**src/rtl/ysyx_041461_mem_stage_pkg.sv**
```systemverilog
// Shared definitions for the MEM stage.
// Holds the MEM_ctrl operation encodings, the MEM FSM state codes, and
// small helpers that classify an operation and check its alignment.
package ysyx_041461_mem_stage_pkg;

    // MEM_ctrl operation encodings
    localparam logic [3:0] MEM_NOP = 4'd0;
    localparam logic [3:0] MEM_LB  = 4'd1;
    localparam logic [3:0] MEM_LH  = 4'd2;
    localparam logic [3:0] MEM_LW  = 4'd3;
    localparam logic [3:0] MEM_LD  = 4'd4;
    localparam logic [3:0] MEM_LBU = 4'd5;
    localparam logic [3:0] MEM_LHU = 4'd6;
    localparam logic [3:0] MEM_LWU = 4'd7;
    localparam logic [3:0] MEM_SB  = 4'd8;
    localparam logic [3:0] MEM_SH  = 4'd9;
    localparam logic [3:0] MEM_SW  = 4'd10;
    localparam logic [3:0] MEM_SD  = 4'd11;

    // MEM FSM state codes
    localparam logic [1:0] MEM_IDLE = 2'd0;
    localparam logic [1:0] MEM_REQ  = 2'd1;
    localparam logic [1:0] MEM_WAIT = 2'd2;
    localparam logic [1:0] MEM_DONE = 2'd3;

    function automatic logic is_load(input logic [3:0] ctrl);
        return (ctrl >= MEM_LB) && (ctrl <= MEM_LWU);
    endfunction

    function automatic logic is_store(input logic [3:0] ctrl);
        return (ctrl >= MEM_SB) && (ctrl <= MEM_SD);
    endfunction

    // log2 of the access width in bytes: 0=byte, 1=half, 2=word, 3=double
    function automatic logic [1:0] access_size(input logic [3:0] ctrl);
        logic [1:0] size;
        case (ctrl)
            MEM_LB, MEM_LBU, MEM_SB: size = 2'd0;
            MEM_LH, MEM_LHU, MEM_SH: size = 2'd1;
            MEM_LW, MEM_LWU, MEM_SW: size = 2'd2;
            default:                 size = 2'd3;
        endcase
        return size;
    endfunction

    function automatic logic is_aligned(input logic [3:0] ctrl, input logic [2:0] off);
        logic ok;
        case (access_size(ctrl))
            2'd0:    ok = 1'b1;
            2'd1:    ok = ~off[0];
            2'd2:    ok = (off[1:0] == 2'b00);
            default: ok = (off == 3'b000);
        endcase
        return ok;
    endfunction

endpackage

```
**src/rtl/ysyx_041461_mem_stage_align.sv**
```systemverilog
// Combinational byte-lane logic for the MEM stage.
// Store side: shifts store data into its byte lanes and builds the strobe.
// Load side: shifts the returned doubleword down and sign/zero-extends it.
// Ports:
//   st_ctrl, st_off, st_data -> st_lane, st_strb   (store lane placement)
//   ld_ctrl, ld_off, ld_data -> ld_ext             (load extraction)
module ysyx_041461_mem_stage_align
    import ysyx_041461_mem_stage_pkg::*;
(
    input  logic [3:0]  st_ctrl,
    input  logic [2:0]  st_off,
    input  logic [63:0] st_data,
    output logic [63:0] st_lane,
    output logic [7:0]  st_strb,
    input  logic [3:0]  ld_ctrl,
    input  logic [2:0]  ld_off,
    input  logic [63:0] ld_data,
    output logic [63:0] ld_ext
);

    logic [7:0]  strb_base;
    logic [63:0] ld_shift;

    // Full-width shift: bytes above the access size still move up, but the
    // strobe keeps them from being written.
    assign st_lane  = st_data << {st_off, 3'b000};
    assign ld_shift = ld_data >> {ld_off, 3'b000};

    always_comb begin
        // NOTE: every output of a combinational block gets a default first,
        // so no path leaves it unassigned and no latch is inferred.
        strb_base = 8'h00;
        st_strb   = 8'h00;
        case (access_size(st_ctrl))
            2'd0:    strb_base = 8'h01;
            2'd1:    strb_base = 8'h03;
            2'd2:    strb_base = 8'h0F;
            default: strb_base = 8'hFF;
        endcase
        if (is_store(st_ctrl)) begin
            st_strb = strb_base << st_off;
        end
    end

    always_comb begin
        ld_ext = 64'd0;
        case (ld_ctrl)
            MEM_LB:  ld_ext = {{56{ld_shift[7]}},  ld_shift[7:0]};
            MEM_LH:  ld_ext = {{48{ld_shift[15]}}, ld_shift[15:0]};
            MEM_LW:  ld_ext = {{32{ld_shift[31]}}, ld_shift[31:0]};
            MEM_LD:  ld_ext = ld_shift;
            MEM_LBU: ld_ext = {56'd0, ld_shift[7:0]};
            MEM_LHU: ld_ext = {48'd0, ld_shift[15:0]};
            MEM_LWU: ld_ext = {32'd0, ld_shift[31:0]};
            default: ld_ext = 64'd0;
        endcase
    end

endmodule

```
**src/rtl/ysyx_041461_mem_stage.sv**
```systemverilog
// MEM pipeline stage: issues one data-memory transaction per load/store over
// a req/gnt + rvalid handshake and returns extended load data to WB.
// Ports:
//   clk, rst (async, active-high)
//   MEM_valid_in, MEM_ctrl_in, MEM_addr_in, MEM_wdata_in : instruction in MEM
//   WB_enable_in                                          : WB captures this cycle
//   MEM_valid_out, MEM_rdata_out                          : to WB register
//   MEM_stall_req, MEM_misalign_out                       : pipeline control
//   dmem_req/we/addr/wdata/wstrb, dmem_gnt/rvalid/rdata   : data memory port
module ysyx_041461_mem_stage
    import ysyx_041461_mem_stage_pkg::*;
(
    input  logic        clk,
    input  logic        rst,
    input  logic        MEM_valid_in,
    input  logic [3:0]  MEM_ctrl_in,
    input  logic [63:0] MEM_addr_in,
    input  logic [63:0] MEM_wdata_in,
    input  logic        WB_enable_in,
    output logic        MEM_valid_out,
    output logic [63:0] MEM_rdata_out,
    output logic        MEM_stall_req,
    output logic        MEM_misalign_out,
    output logic        dmem_req,
    output logic        dmem_we,
    output logic [63:0] dmem_addr,
    output logic [63:0] dmem_wdata,
    output logic [7:0]  dmem_wstrb,
    input  logic        dmem_gnt,
    input  logic        dmem_rvalid,
    input  logic [63:0] dmem_rdata
);

    logic [1:0]  state;
    logic [3:0]  ctrl_q;     // op being serviced, kept for load extension in DONE
    logic [2:0]  off_q;
    logic [63:0] rdata_q;

    logic        is_mem;
    logic        mem_op;
    logic        misaligned;
    logic [63:0] st_lane;
    logic [7:0]  st_strb;
    logic [63:0] ld_ext;

    assign is_mem     = MEM_valid_in && (is_load(MEM_ctrl_in) || is_store(MEM_ctrl_in));
    assign mem_op     = is_mem && is_aligned(MEM_ctrl_in, MEM_addr_in[2:0]);
    assign misaligned = is_mem && !is_aligned(MEM_ctrl_in, MEM_addr_in[2:0]);

    ysyx_041461_mem_stage_align u_align (
        .st_ctrl (MEM_ctrl_in),
        .st_off  (MEM_addr_in[2:0]),
        .st_data (MEM_wdata_in),
        .st_lane (st_lane),
        .st_strb (st_strb),
        .ld_ctrl (ctrl_q),
        .ld_off  (off_q),
        .ld_data (rdata_q),
        .ld_ext  (ld_ext)
    );

    // NOTE: state registers use non-blocking assignments so every flop
    // samples pre-edge values regardless of statement order.
    always_ff @(posedge clk or posedge rst) begin
        if (rst) begin
            // NOTE: the captured-data and dmem registers are reset too, so a
            // reset mid-transaction leaves the memory port fully quiet.
            state      <= MEM_IDLE;
            ctrl_q     <= MEM_NOP;
            off_q      <= 3'd0;
            rdata_q    <= 64'd0;
            dmem_we    <= 1'b0;
            dmem_addr  <= 64'd0;
            dmem_wdata <= 64'd0;
            dmem_wstrb <= 8'h00;
        end else begin
            case (state)
                MEM_IDLE: begin
                    if (mem_op) begin
                        dmem_addr  <= {MEM_addr_in[63:3], 3'b000};
                        dmem_wdata <= st_lane;
                        dmem_wstrb <= st_strb;
                        dmem_we    <= is_store(MEM_ctrl_in);
                        ctrl_q     <= MEM_ctrl_in;
                        off_q      <= MEM_addr_in[2:0];
                        state      <= MEM_REQ;
                    end
                end
                MEM_REQ: begin
                    if (dmem_gnt) begin
                        state <= MEM_WAIT;
                    end
                end
                MEM_WAIT: begin
                    // rvalid is only meaningful here; other states ignore it.
                    if (dmem_rvalid) begin
                        if (is_load(ctrl_q)) begin
                            rdata_q <= dmem_rdata;
                        end
                        state <= MEM_DONE;
                    end
                end
                default: begin
                    if (WB_enable_in) begin
                        state <= MEM_IDLE;
                    end
                end
            endcase
        end
    end

    assign dmem_req         = (state == MEM_REQ);
    assign MEM_stall_req    = ((state == MEM_IDLE) && mem_op) ||
                              (state == MEM_REQ) || (state == MEM_WAIT);
    assign MEM_misalign_out = (state == MEM_IDLE) && misaligned;
    assign MEM_rdata_out    = ((state == MEM_DONE) && is_load(ctrl_q)) ? ld_ext : 64'd0;

    // Non-memory and misaligned instructions pass straight through in IDLE.
    always_comb begin
        MEM_valid_out = 1'b0;
        case (state)
            MEM_IDLE: MEM_valid_out = mem_op ? 1'b0 : MEM_valid_in;
            MEM_DONE: MEM_valid_out = 1'b1;
            default:  MEM_valid_out = 1'b0;
        endcase
    end

endmodule

```
**config.mk**
```make
export PLATFORM = sky130hd
export DESIGN_NAME = ysyx_041461_mem_stage
export DESIGN_NICKNAME = d
export VERILOG_FILES = /design/src/rtl/ysyx_041461_mem_stage_pkg.sv /design/src/rtl/ysyx_041461_mem_stage_align.sv /design/src/rtl/ysyx_041461_mem_stage.sv
export SDC_FILE = /design/constraint.sdc
export NUM_CORES = 1
export LEC_CHECK = 0
export CORE_MARGIN = 1
export CORE_UTILIZATION = 51
export CTS_CLUSTER_SIZE = 30
export DETAILED_ROUTE_END_ITERATION = 7
export HOLD_SLACK_MARGIN = 0.03
export PLACE_DENSITY = 0.87
export SLEW_MARGIN = 20
export SYNTH_ARGS = -nofsm -noshare
export SYNTH_HDL_FRONTEND = slang
export SYNTH_SLANG_ARGS = --single-unit
```
**constraint.sdc**
```tcl
create_clock -name clk -period 14.8 [get_ports clk]
set_input_delay 1.48 -clock clk [delete_from_list [all_inputs] [get_ports clk]]
set_output_delay 1.48 -clock clk [all_outputs]
set_load 0.01 [all_outputs]
```
# == Word level (Yosys, flattened, before mapping) ==
# Memories as Yosys holds them, arrays and structs flattened.
# Index checks and enable logic that the tools add are counted.
# word_totals
out_inout_bits,205
mem_count,3
reg_bits,207
elab_cells,76
rom_bits,96
# mem_list
memory,words,word_bits,rd,rd_clocked_by_memory_dff,write_ports,line_no,source
(name not given),16,2,1,0,0,ysyx_041461_mem_stage_pkg.sv:37,case (ctrl)
(name not given),16,2,1,0,0,ysyx_041461_mem_stage_pkg.sv:37,
(name not given),16,2,1,0,0,ysyx_041461_mem_stage_pkg.sv:37,
# classes
n_reduce_logical,23
bitwise_logic,1
n_eq_ne,19
magnitude_cmp,6
mux,13
shifts,3
# op_table
cell,n
64-bit one-hot mux with 7 select lines,1
64-bit two-way mux,1
64-bit by 6-bit << shifter with 64-bit output,1
64-bit by 6-bit right shift with 64-bit output,1
8-bit one-hot mux with 3 select lines,1
4-bit by 3-bit equality test with 1-bit output (second input constant),4
2-bit equality test (second input constant),5
2-bit logical NOT,5
1-bit logical AND,9
2-bit by 1-bit equality test with 1-bit output (second input constant),4
4-bit by 2-bit equality test with 1-bit output (second input constant),2
4-bit by 1-bit greater-or-equal comparator with 1-bit output (second input constant),2
4-bit by 3-bit <= comparator with 1-bit output (second input constant),2
2-bit two-way mux,4
8-bit two-way mux,1
8-bit by 3-bit << shifter with 8-bit output,1
1-bit one-hot mux with 3 select lines,2
2-bit one-hot mux with 3 select lines,1
4-bit by 1-bit equality test with 1-bit output (second input constant),1
4-bit greater-or-equal comparator (second input constant),1
4-bit <= comparator (second input constant),1
2-bit != test (second input constant),2
4-bit AND reduction,1
4-bit nonzero test,1
9 further kinds,11

# == Longest topological paths before layout ==
# Gate-level depths: netlist (run 1).
# logic_depth
word_depth,8
ltp_mapped,10

# == Hierarchy ==
# A second synthesis (run 1) with hierarchy kept.
# hier_totals
cells_unflattened,1201
area_unflattened_um2,13581.8
# by_module_without_submodules
module,cells_each,area_per_inst_um2,seq_area_each_um2,n_inst
ysyx_041461_mem_stage,572,9003.6,5180.0,1
ysyx_041461_mem_stage_align,629,4578.1,0.0,1

# == Worst setup path before layout (run 1) ==
# OpenSTA, ideal clock, no wires.
# synth_timing
path_type,input port to output port
startpoint,input MEM_ctrl_in[0]
endpoint,output MEM_stall_req
path_buffers,3
required_time_ns,13.320
path_stages,9
arrival_ns,3.240
path_slack_ns,10.080
cell_sequence,inv_1 > ha_1 > or4b_1 > and2_1 > a31o_1 > buf_6 > buf_6 > buf_2 > nand3_1
# synth_between
elab_chain_cells,8
elab_cells_between_ends,17
cone_classes,4 x order compare; 2 x eq/ne; 1 x mux; 9 x reduce/logical; 1 x memory
# synth_lines
element,line_no,source
from (decl),ysyx_041461_mem_stage.sv:16,"input logic [3:0] MEM_ctrl_in,"
branches (longest 4 deep; another with memory read 16 x 2 bit),n/a,
1-bit logical AND (*),ysyx_041461_mem_stage.sv:47,"assign mem_op = is_mem && is_aligned(MEM_ctrl_in, MEM_addr_in[2:0]);"
1-bit logical AND (*),ysyx_041461_mem_stage.sv:113,assign MEM_stall_req = ((state == MEM_IDLE) && mem_op) ||
1-bit logical OR (*),ysyx_041461_mem_stage.sv:113,
1-bit logical OR (*),ysyx_041461_mem_stage.sv:114,(state == MEM_REQ) || (state == MEM_WAIT);
to (decl),ysyx_041461_mem_stage.sv:22,"output logic MEM_stall_req,"
# Mark *: on every way between the ends.

# == Worst setup path after layout (run 1) ==
# layout_timing
startpoint,input MEM_addr_in[0]
endpoint,output MEM_stall_req
# layout_between
elab_chain_cells,6
elab_cells_between_ends,8
cone_classes,1 x mux; 1 x bitwise; 6 x reduce/logical
# layout_lines
element,line_no,source
from (decl),ysyx_041461_mem_stage.sv:17,"input logic [63:0] MEM_addr_in,"
"3-bit logical NOT, or another cell as far along",ysyx_041461_mem_stage_pkg.sv:52,default: ok = (off == 3'b000);
1-bit one-hot mux with 3 select lines (*),ysyx_041461_mem_stage_pkg.sv:48,case (access_size(ctrl))
1-bit logical AND (*),ysyx_041461_mem_stage.sv:47,
1-bit logical AND (*),ysyx_041461_mem_stage.sv:113,
1-bit logical OR (*),ysyx_041461_mem_stage.sv:113,
1-bit logical OR (*),ysyx_041461_mem_stage.sv:114,
# Every way passes the cells marked *; elsewhere a longest branch is shown, timed or not.

==> out/qor.tcl, run 1 <==
set qor(netlist_instances) 1138
set qor(cts_hold_buf) 0
set qor(clock_tree_from_tritoncts) {built}
set qor(pre_cts_slack_ns) 8.546
set qor(timing_worst_slew_pin_value_ns) 0.9865
set qor(setup.worst_path.class) {in -> out}
set qor(initial_antenna_violation_count) 4
set qor(dpl.hpwl_um) 29530
set qor(grt_pass1_wl_um) 61610
set qor(synth-seq-area-share) 0.4156
set qor(proportion_of_layout_cells_with_a_drive_suffix_above_1) 0.2133
set qor(reg2reg_from) {state[0]}
set qor(worst_slack_ns) 8.488
set qor(drv_slew) 0
set qor(netlist_top_cells_count) {207 x sky130_fd_sc_hd__dfrtp_1, 165 x sky130_fd_sc_hd__mux2_2, 120 x sky130_fd_sc_hd__nand2_1}
set qor(track_usage) 0.3249
set qor(width_of_the_die_um) 158.3
set qor(relSlewSlack) 0.3423
set qor(critical_path_cell_count) 8
set qor(power.static_leakage_nw) 7.509
set qor(timing.rr.end) {dmem_addr[58]}
set qor(synth-edff-count) 0
set qor(worst_ep_arrival_time_ns) 4.83
set qor(achievable-frequency_ghz) 0.1584
set qor(routabilityCongestion) 0.9473
set qor(start_util) 0.5247
set qor(wl_per_cell_um) 22.79
set qor(synth_seq_cells) 207
set qor(route.detailed.drc) 0
set qor(post-synth-top-area-fraction) 0.4156
set qor(most_repeated_cell_in_the_gate_level_netlist_after_synthesis) {sky130_fd_sc_hd__dfrtp_1}
set qor(clock_sinks) 207
set qor(timing_hold_violations_final) 0
set qor(cts-buffers-inserted) 23
set qor(crit_buf_inv) 4
set qor(numPortBuffers) 403
set qor(startpoint_type) {primary input}
set qor(netlist_top_cells_area) {sky130_fd_sc_hd__dfrtp_1 42%, sky130_fd_sc_hd__mux2_2 15%, sky130_fd_sc_hd__mux2_4 8.0%}
set qor(ys_types) 56
set qor(holdWs_ns) 0.5080
set qor(setup.reg_to_reg.worst_slack_ns) 11.07
set qor(run_status) {finished, final reports clean}
set qor(clock_tree.htree_level_count) 1
set qor(rsz0062_at_grt) {no}
set qor(crit_path_cell_trace) {buf_2 > buf_4 > inv_1 > nand2_1 > or3_1 > a31o_4 > nand3_1 > clkdlybuf4s50_1}
set qor(post_cts.repair.setup_buffers) 0
set qor(critical_path_end) {MEM_stall_req}
set qor(cpPeakStageDelay_ns) 0.67
set qor(layout-area-overhead-vs-synth_pct) 38.75
set qor(synthesis.area_per_instance_um2) 10.95
set qor(layout.cells.non_filler) 1819
set qor(synth_async_sr_flop_share) 1.000
set qor(cp_slowest_cell) {sky130_fd_sc_hd__a31o_4}
set qor(floorplan.rows) 56
set qor(nets) 1693
set qor(synth_warnings) 0
set qor(worst_path_dominant_cell_family) {buffers and inverters}
set qor(floorplan.die.height_um) 158.3
set qor(timing.critical_path.to_type) {output port}
set qor(totalWireLength_um) 41460
set qor(final_period_minus_worst_setup_slack_ns) 6.312
set qor(cts_resized) 0
set qor(synthDominantAreaCellType) {sky130_fd_sc_hd__dfrtp_1}
set qor(cts-root-buf) {sky130_fd_sc_hd__clkbuf_16}
set qor(timing.critical_path.required_ns) 13.32
set qor(cellPowerDensity_nw_per_um2) 195.7
set qor(reg2reg_depth) 7
set qor(numPlacedInstances) 1777
set qor(finalClockSkew_ns) 0.008658
set qor(hp-class) {reg -> reg}
set qor(vias_per_cell) 5.835
set qor(globalRoute.totalOverflow) 0
set qor(insertion_delay_ns) 0.51
set qor(route.vias.total) 10610
set qor(firstDrtPassIters) 5
set qor(ys_dominant_reg_cell) {sky130_fd_sc_hd__dfrtp_1}
set qor(power.total_mw) 3.384
set qor(antenna_violating_nets_post_route) 0
set qor(cts.path.max_buffers) 3
set qor(pin_count) 407
set qor(drtIter0Drc) 767
set qor(timing.critical_path.fanout_max) 89
set qor(final.period_utilization) 0.4265
set qor(first_global_vias) 10810
set qor(drv.max_cap_violation_count) 0
set qor(grt_start_max_net_pins) 133
set qor(report.final.setup_viol) 0
set qor(syn-cell-area_um2) 12460
set qor(num_antenna_cells) 0
set qor(setup_tns_ns) 0
set qor(clk_pin_slew_ns) 0.06
set qor(vdd.ir_drop.worst_v) 0.0001465
set qor(die_area_um2) 25070
set qor(cp-startpoint) {MEM_addr_in[0]}
set qor(fp.coreArea_um2) 23750
[sequential cells by signal (all words and copies together), names as in the netlist]
name and count:
dmem_wdata 64, dmem_wstrb 8, ctrl_q 4, rdata_q 64, dmem_we 1, off_q 3
state 2, dmem_addr 61
[metal layers]
metal / routed length (um) / global-route usage / vias to the layer above
li1: - / - / 4762
met1: 15290 / 0.3770 / 5150
met2: 20990 / 0.5785 / 586
met3: 3375 / 0.07376 / 107
met4: 1754 / 0.1291 / 8
met5: 45 / 0 / -
[placed cells by master (no fill, tap or decap), drive strengths merged, types with 6 or more instances in the layout]
cell,netlist,final
and2,13,13
o21ai,32,32
nor2b,11,11
o211ai,12,12
nand2,120,120
and3,12,12
mux2,231,231
a21oi,102,102
mux4,20,20
a211oi,11,11
clkdlybuf4s50,0,400
dfrtp,207,207
nor2,63,63
o32ai,8,8
mux2i,92,92
clkbuf,52,34
ha,8,8
o22ai,15,15
buf,45,15
inv,26,27
nand3,6,6
[metrics by stage]
stage | cell area, um2 | utilization
2_1_floorplan | 12470 | -
3_3_place_gp | 16490 | 0.6944
3_5_place_dp | 16490 | 0.6944
4_1_cts | 17290 | 0.7278
5_1_grt | 17290 | 0.7280
6_report | 17290 | 0.7280
[layout make-up]
| class | count | area [um2] |
|---|---|---|
| Sequential cell | 207 | 5184 |
| Multi-Input combinational cell | 810 | 6703 |
| Timing Repair Buffer | 415 | 4109 |
| Inverter | 26 | 105.1 |
| Tap cell | 319 | 399.1 |
| Clock inverter | 8 | 96.34 |
| Fill cell | 1623 | 6460 |
| Clock buffer | 34 | 696.9 |
[worst register-to-register path, delay by kind of cell, from the launching register on]
family | cells | cell delay (ns)
buf+inv | 3 | 1.67
compound gates | 1 | 0.62
flops | 1 | 0.45
mux | 1 | 0.44
fa+ha+maj | 1 | 0.28
simple gates | 1 | 0.16
[power breakdown]
group | internal (mW) | leakage, nW | switching [mW]
clock network | 0.361 | 0.393 | 0.234
registers | 0.840 | 2.54 | 0.263
logic | 0.945 | 4.58 | 0.741
[worst min-delay path by stage]
stage,startpoint,endpoint,depth (start not counted)
CTS,dmem_wstrb[7],dmem_wstrb[7],1
detailed placement,dmem_addr[34],dmem_addr[34],1
global placement,rdata_q[6],rdata_q[6],1
global route,dmem_addr[52],dmem_addr[52],1
finish,dmem_wdata[63],dmem_wdata[63],1
floorplan,rdata_q[0],rdata_q[0],1
[cell families after synthesis]
group,share of synthesized area
AO/OA/AOI/OAI,0.09899
other,0.0003009
multiplexers,0.3386
AND/OR/NAND/NOR,0.08965
flip-flops,0.4156
adder cells (fa/ha/maj),0.008032
buffers and inverters,0.04879
No activity file was read; power rests on OpenSTA's default activity.
==> inputs of run 2 (changes only) <==
- CORE_UTILIZATION: 51 -> 43
- PLACE_DENSITY: 0.87 -> 0.79
- clock period: 14.8 -> 5.7 ns (I/O delays scaled with it)
==> run 2 against run 1 <==
Effect of this change: first-iteration DRC count up 22%; core utilization decreased by 11 points; critical path depth shrank 1; sequential power rose to 2.6 times the previous value; via count rose by 0.57%; routed wire length rose by 0.83%; hold slack worse by 0.0078 ns; flip-flop and latch count did not move; sequential share of layout area decreased by 0.34 points; clock power increased to 2.8 times the previous value; die area is 18% higher.
==> out/qor.tcl, run 2 (synthesized netlist as in run 1, its figures left out) <==
set qor(cpPeakStageDelay_ns) 0.62 ;# -0.05 ns
set qor(post_cts.repair.setup_buffers) 0 ;# unchanged
set qor(proportion_of_layout_cells_with_a_drive_suffix_above_1) 0.2187 ;# +0.005355
set qor(hp-class) {reg -> reg}
set qor(layout-area-overhead-vs-synth_pct) 40.29
set qor(routabilityCongestion) 1.010 ;# +6.7%
set qor(clock_sinks) 207 ;# unchanged
set qor(cellPowerDensity_nw_per_um2) 504.5 ;# +160%
set qor(finalInstanceArea_um2) 17480 ;# +1.1%
set qor(antenna_violating_nets_post_route) 0 ;# unchanged
set qor(netSwitchingFraction) 0.3632 ;# -0.002713
set qor(cts-root-buf) {sky130_fd_sc_hd__clkbuf_16}
set qor(dpl.hpwl_um) 30510 ;# +3.3%
set qor(globalRoute.totalOverflow) 0 ;# unchanged
set qor(drtIter0Drc) 939 ;# +22%
set qor(pwr-share-comb) 0.488 ;# -0.010
set qor(grt_start_max_net_pins) 142 ;# +6.8%
set qor(critical-path-top-cell-by-count) {sky130_fd_sc_hd__buf_4}
set qor(cts_resized) 0 ;# unchanged
set qor(timing.critical_path.fanout_max) 53 ;# -40%
set qor(fp.coreArea_um2) 28160 ;# +19%
set qor(holdWs_ns) 0.5002 ;# -0.007823 ns
set qor(firstDrtPassIters) 5 ;# unchanged
set qor(report.final.setup_viol) 0 ;# unchanged
set qor(crit_path_cell_trace) {buf_4 > mux4_2 > o32a_1 > nor2b_2 > buf_4 > a21oi_1 > clkdlybuf4s50_1}
set qor(drv_slew) 0 ;# unchanged
set qor(timing_worst_slew_pin_value_ns) 1.032 ;# +0.04501 ns
set qor(floorplan.rows) 61 ;# +8.9%
set qor(layout.cells.non_filler) 1888 ;# +3.8%
set qor(numPlacedInstances) 1841 ;# +3.6%
set qor(startpoint_type) {flop}
set qor(timing_hold_violations_final) 0 ;# unchanged
set qor(clock_tree.htree_level_count) 1 ;# unchanged
set qor(postPlaceCellArea_um2) 16630 ;# +0.83%
set qor(final.period_utilization) 0.7936
set qor(drv.max_cap_violation_count) 0 ;# unchanged
set qor(totalWireLength_um) 41810 ;# +0.83%
set qor(most-common-layout-cells) {400 x sky130_fd_sc_hd__clkdlybuf4s50_1, 205 x sky130_fd_sc_hd__dfrtp_1, 165 x sky130_fd_sc_hd__mux2_2, 119 x sky130_fd_sc_hd__nand2_1, 102 x sky130_fd_sc_hd__a21oi_1}
set qor(die_area_um2) 29670 ;# +18%
set qor(insertion_delay_ns) 0.52 ;# about the same
set qor(nets) 1700 ;# +0.41%
set qor(grt_pass1_wl_um) 61840 ;# +0.37%
set qor(cell_internal_pwr_mw) 5.617 ;# +160%
set qor(width_of_the_die_um) 172.2 ;# +8.8%
set qor(pin_count) 407 ;# unchanged
set qor(power.sequential.fraction) 0.326 ;# about the same
set qor(numPortBuffers) 403 ;# unchanged
set qor(setup_tns_ns) 0 ;# unchanged
set qor(track_usage) 0.2746 ;# -0.05032
set qor(relSlewSlack) 0.3123 ;# -0.03000
set qor(fillCellCount) 2188 ;# +35%
set qor(start_util) 0.4425 ;# -0.08217
set qor(reg.largest.list) {dmem_wdata x64, rdata_q x64, dmem_addr x61}
set qor(initial_antenna_violation_count) 2 ;# -2
set qor(cts_hold_buf) 0 ;# unchanged
set qor(vias_per_cell) 5.654 ;# -3.1%
set qor(run_status) {finished, final reports clean}
set qor(wl_per_cell_um) 22.14 ;# -2.9%
set qor(cp_slowest_cell) {sky130_fd_sc_hd__dfrtp_2}
set qor(finalClockSkew_ns) 0.01101 ;# +0.002352 ns
set qor(cts-buffers-inserted) 25 ;# +8.7%
set qor(total_switching_power_mw) 3.203 ;# +160%
set qor(timing.critical_path.to_type) {output port}
set qor(power.static_leakage_nw) 7.576 ;# +0.90%
set qor(final_period_minus_worst_setup_slack_ns) 4.523
set qor(floorplan.die.height_um) 172.2 ;# +8.8%
set qor(setup.worst_path.class) {reg -> out}
set qor(rsz0062_at_grt) {no}
set qor(cts.path.max_buffers) 3 ;# unchanged
set qor(clk_pwr_share) 0.186 ;# +0.010
set qor(vdd.ir_drop.worst_v) 0.0003474 ;# +140%
set qor(timing.critical_path.required_ns) 5.13 ;# -8.19 ns
set qor(clk_pin_slew_ns) 0.06 ;# about the same
set qor(clock_tree_from_tritoncts) {built}
set qor(first_global_vias) 10680 ;# -1.3%
set qor(worst_ep_arrival_time_ns) 3.95 ;# -0.88 ns
set qor(route.vias.total) 10670 ;# +0.57%
set qor(route.detailed.drc) 0 ;# unchanged
set qor(mostFrequentLayoutCell) {sky130_fd_sc_hd__clkdlybuf4s50_1}
set qor(achievable-frequency_ghz) 0.2211
set qor(utilization) 0.6208 ;# -0.1072
## run 2: critical path: cells and delay by family, from the launching register on
kind | cells | cell delay [ns]
AOI/OAI and AO/OA | 2 | 0.73
buffers and inverters | 3 | 1.47
DFF | 1 | 0.62
muxes | 1 | 0.35
and+or+nand+nor | 1 | 0.25
## run 2: cell type report
type                            instances  area (um2)  share of cell area
Timing Repair Buffer                  420        4172              0.2386
Clock inverter                         14       138.9            0.007943
Sequential cell                       207        5182              0.2964
Antenna cell                            1       2.502           0.0001431
Inverter                               26       101.3            0.005796
Tap cell                              378       473.0             0.02705
Clock buffer                           32       711.9             0.04072
Multi-Input combinational cell        810        6703              0.3834
## run 2: worst paths after layout
kind                                startpoint                 to  slack, ns  cells after the start
max in group asynchronous                  rst           off_q[0]       4.01                      4
worst min register to register  dmem_wdata[59]     dmem_wdata[59]       0.50                      1
worst min-delay path            dmem_wdata[59]     dmem_wdata[59]       0.50                      1
worst max register to register       ctrl_q[0]        rdata_q[53]       3.18                      5
min in group asynchronous                  rst      dmem_addr[61]       0.56                      3
worst max-delay path                  off_q[0]  MEM_rdata_out[51]       1.18                      7
## run 2: power groups by stage
stage	clock, mW	combinational, mW	sequential, mW
after floorplan	0	2.48	2.81
after global placement	0	4.21	2.84
after detailed placement	0	4.29	2.87
after CTS	1.67	4.31	2.86
after global routing	1.72	4.60	2.95
final	1.64	4.30	2.88
## run 2: stage by stage
step | power, mW | setup WS (ns)
detailed placement | 7.151 | 1.742
floorplan | 5.288 | 2.444
global route | 9.267 | 0.8993
CTS | 8.839 | 1.170
global placement | 7.051 | 1.871
finish | 8.820 | 1.177
## run 2: metal layers
metal / GRT usage / vias up / wire [um]
li1: - / 4793 / -
met4: 0.1023 / 2 / 1570
met5: 0 / - / 17
met3: 0.05470 / 99 / 3523
met1: 0.3310 / 5220 / 15890
met2: 0.4821 / 560 / 20800
==> inputs of run 3 (changes only) <==
- CORE_UTILIZATION: 43 -> 47
- PLACE_DENSITY: 0.79 -> 0.81
- clock period: 5.7 -> 4.55 ns (I/O delays scaled with it)
==> run 3 against run 2 <==
Effect of this change: die area decreased by 8.4%; non-clock buffer count increased by 3; global-route usage increased by 1.5 points; total power rose by 27%; combinational power increased by 26%; sequential share of layout area down 0.053 points; final area increased by 0.18%; final cell count fell by 2.2%; core utilization is 5.1 points higher; first-iteration DRC count is 8.0% higher; critical endpoint is now MEM_rdata_out[36]; largest power group unchanged.
==> out/qor.tcl, run 3 (synthesized netlist as in run 1, its figures left out) <==
set qor(globalRoute.totalOverflow) 0 ;# unchanged
set qor(finalClockSkew_ns) 0.009142 ;# -0.001868 ns
set qor(rsz0062_at_grt) {no}
set qor(reg.largest.list) {dmem_wdata x64, rdata_q x64, dmem_addr x61}
set qor(firstDrtPassIters) 5 ;# unchanged
set qor(clk_pin_slew_ns) 0.06 ;# about the same
set qor(route.vias.total) 10600 ;# -0.74%
set qor(clock_tree.htree_level_count) 1 ;# unchanged
set qor(start_util) 0.4783 ;# +0.03574
set qor(reg2reg_from) {state[0]}
set qor(grt_pass1_wl_um) 59980 ;# -3.0%
set qor(die_area_um2) 27170 ;# -8.4%
set qor(width_of_the_die_um) 164.8 ;# -4.3%
set qor(initial_antenna_violation_count) 4 ;# +2
set qor(totalWireLength_um) 40440 ;# -3.3%
set qor(relSlewSlack) 0.3316 ;# +0.01930
set qor(timing_worst_slew_pin_value_ns) 0.9990 ;# -0.03249 ns
set qor(first_global_vias) 10560 ;# -1.1%
set qor(insertion_delay_ns) 0.51 ;# about the same
set qor(power.static_leakage_nw) 7.603 ;# +0.36%
set qor(cts_hold_buf) 0 ;# unchanged
set qor(numPortBuffers) 403 ;# unchanged
set qor(floorplan.rows) 59 ;# -3.3%
set qor(setup_tns_ns) 0 ;# unchanged
set qor(clock_sinks) 207 ;# unchanged
set qor(numPlacedInstances) 1801 ;# -2.2%
set qor(post_cts.repair.setup_buffers) 0 ;# unchanged
set qor(cts-buffers-inserted) 24 ;# -4.0%
set qor(layout-area-overhead-vs-synth_pct) 40.54
set qor(postPlaceCellArea_um2) 16610 ;# -0.14%
set qor(crit_path_cell_trace) {buf_4 > inv_1 > o21ai_0 > a211oi_1 > nor2b_2 > buf_4 > a21oi_1 > clkdlybuf4s50_1}
set qor(cts-root-buf) {sky130_fd_sc_hd__clkbuf_16}
set qor(timing.critical_path.to_type) {output port}
set qor(drv.max_cap_violation_count) 0 ;# unchanged
set qor(cts.path.max_buffers) 3 ;# unchanged
set qor(worst_path_dominant_cell_family) {buffers and inverters}
set qor(startpoint_type) {flop}
set qor(final.period_utilization) 0.8860
set qor(antenna_violating_nets_post_route) 0 ;# unchanged
set qor(multi_input_logic_area_um2) 6698 ;# about the same
set qor(nets) 1702 ;# +0.12%
set qor(routabilityCongestion) 0.9543 ;# -5.5%
set qor(timing.rr.end) {dmem_addr[58]}
set qor(mostFrequentLayoutCell) {sky130_fd_sc_hd__clkdlybuf4s50_1}
set qor(setup.reg_to_reg.worst_slack_ns) 2.14 ;# -1.04 ns
set qor(drv_slew) 0 ;# unchanged
set qor(cp_slowest_cell) {sky130_fd_sc_hd__clkdlybuf4s50_1}
set qor(grt_start_max_net_pins) 142 ;# unchanged
set qor(clock_tree_from_tritoncts) {built}
set qor(drtIter0Drc) 1014 ;# +8.0%
set qor(vdd.ir_drop.worst_v) 0.0005042 ;# +45%
set qor(most-common-layout-cells) {400 x sky130_fd_sc_hd__clkdlybuf4s50_1, 205 x sky130_fd_sc_hd__dfrtp_1, 165 x sky130_fd_sc_hd__mux2_2, 119 x sky130_fd_sc_hd__nand2_1, 102 x sky130_fd_sc_hd__a21oi_1}
set qor(cpPeakStageDelay_ns) 0.62 ;# about the same
set qor(timing_hold_violations_final) 0 ;# unchanged
set qor(achievable-frequency_ghz) 0.2481
set qor(critical-path-top-cell-by-count) {sky130_fd_sc_hd__buf_4}
set qor(track_usage) 0.2895 ;# +0.01492
set qor(fp.coreArea_um2) 26060 ;# -7.5%
set qor(timing.critical_path.required_ns) 4.09 ;# -1.04 ns
set qor(run_status) {finished, final reports clean}
set qor(worst_ep_arrival_time_ns) 3.58 ;# -0.37 ns
set qor(setup.worst_path.class) {reg -> out}
set qor(pin_count) 407 ;# unchanged
set qor(layout.area.seq_um2) 5182 ;# unchanged
set qor(final_period_minus_worst_setup_slack_ns) 4.031
set qor(finalInstanceArea_um2) 17520 ;# +0.18%
set qor(crit_buf_inv) 4 ;# +1
set qor(critical_path_cell_count) 8 ;# +1
set qor(report.final.setup_viol) 0 ;# unchanged
set qor(vias_per_cell) 5.739 ;# +1.5%
set qor(timing.critical_path.fanout_max) 35 ;# -34%
set qor(hp-class) {in -> reg}
set qor(worst_slack_ns) 0.5187 ;# -0.6580 ns
set qor(fillCellCount) 1987 ;# -9.2%
set qor(reg2reg_depth) 6 ;# +1
set qor(cp-startpoint) {off_q[0]}
set qor(dpl.hpwl_um) 29280 ;# -4.0%
set qor(floorplan.die.height_um) 164.8 ;# -4.3%
set qor(proportion_of_layout_cells_with_a_drive_suffix_above_1) 0.2187 ;# unchanged
set qor(pre_cts_slack_ns) 1.003 ;# -0.7394 ns
set qor(critical_path_end) {MEM_rdata_out[36]}
set qor(holdWs_ns) 0.4418 ;# -0.05846 ns
set qor(wl_per_cell_um) 21.91 ;# -1.1%
set qor(route.detailed.drc) 0 ;# unchanged
set qor(cellPowerDensity_nw_per_um2) 637.6 ;# +26%
set qor(cts_resized) 0 ;# unchanged
set qor(layout.cells.non_filler) 1846 ;# -2.2%
[run 3: worst min-delay path by stage]
stage              startpoint              to  slack (ns)  cells past startpoint
2_1_floorplan      rdata_q[0]      rdata_q[0]        0.48                      1
3_3_place_gp    dmem_addr[60]   dmem_addr[60]        0.49                      1
3_5_place_dp   dmem_wdata[36]  dmem_wdata[36]        0.49                      1
5_1_grt        MEM_addr_in[1]   dmem_wstrb[2]        0.47                      4
4_1_cts        MEM_addr_in[1]   dmem_wstrb[2]        0.43                      4
6_report       MEM_addr_in[1]   dmem_wstrb[2]        0.44                      4
[run 3: report_power, final]
part           internal [mW]  total, mW  switching (mW)  leakage, nW
registers               2.73       3.56           0.830         2.54
clock network           1.39       2.18           0.793        0.439
logic                   3.10       5.43            2.33         4.63
[run 3: cell type report]
type / instances / area share
clock inverters: 15 / 0.01350
multi-input cells: 810 / 0.3824
diodes: 2 / 0.0002857
flip-flops and latches: 207 / 0.2959
clock buffers: 28 / 0.03807
repair buffers: 423 / 0.2402
inverters: 26 / 0.005786
well taps: 335 / 0.02393
[run 3: worst min-delay path, stage by stage]
cell and delay, ns:
sky130_fd_sc_hd__buf_2 0.09, sky130_fd_sc_hd__inv_1 0.07, sky130_fd_sc_hd__a31oi_1 0.15, sky130_fd_sc_hd__mux2_2 0.16
[run 3: routing by layer]
| metal | up-vias | GRT usage | part of all wire | routed length [um] |
|---|---|---|---|---|
| met5 | - | 0 | 0.00032 | 13 |
| li1 | 4784 | - | - | - |
| met4 | 2 | 0.1222 | 0.045 | 1820 |
| met1 | 5123 | 0.3347 | 0.36 | 14730 |
| met2 | 564 | 0.5063 | 0.50 | 20270 |
| met3 | 122 | 0.07358 | 0.089 | 3611 |
[run 3: through the flow]
step | utilization | total power [mW]
finish | 0.6722 | 11.17
global route | 0.6721 | 11.72
CTS | 0.6720 | 11.21
detailed placement | 0.6373 | 8.935
global placement | 0.6373 | 8.804
floorplan | - | 6.624
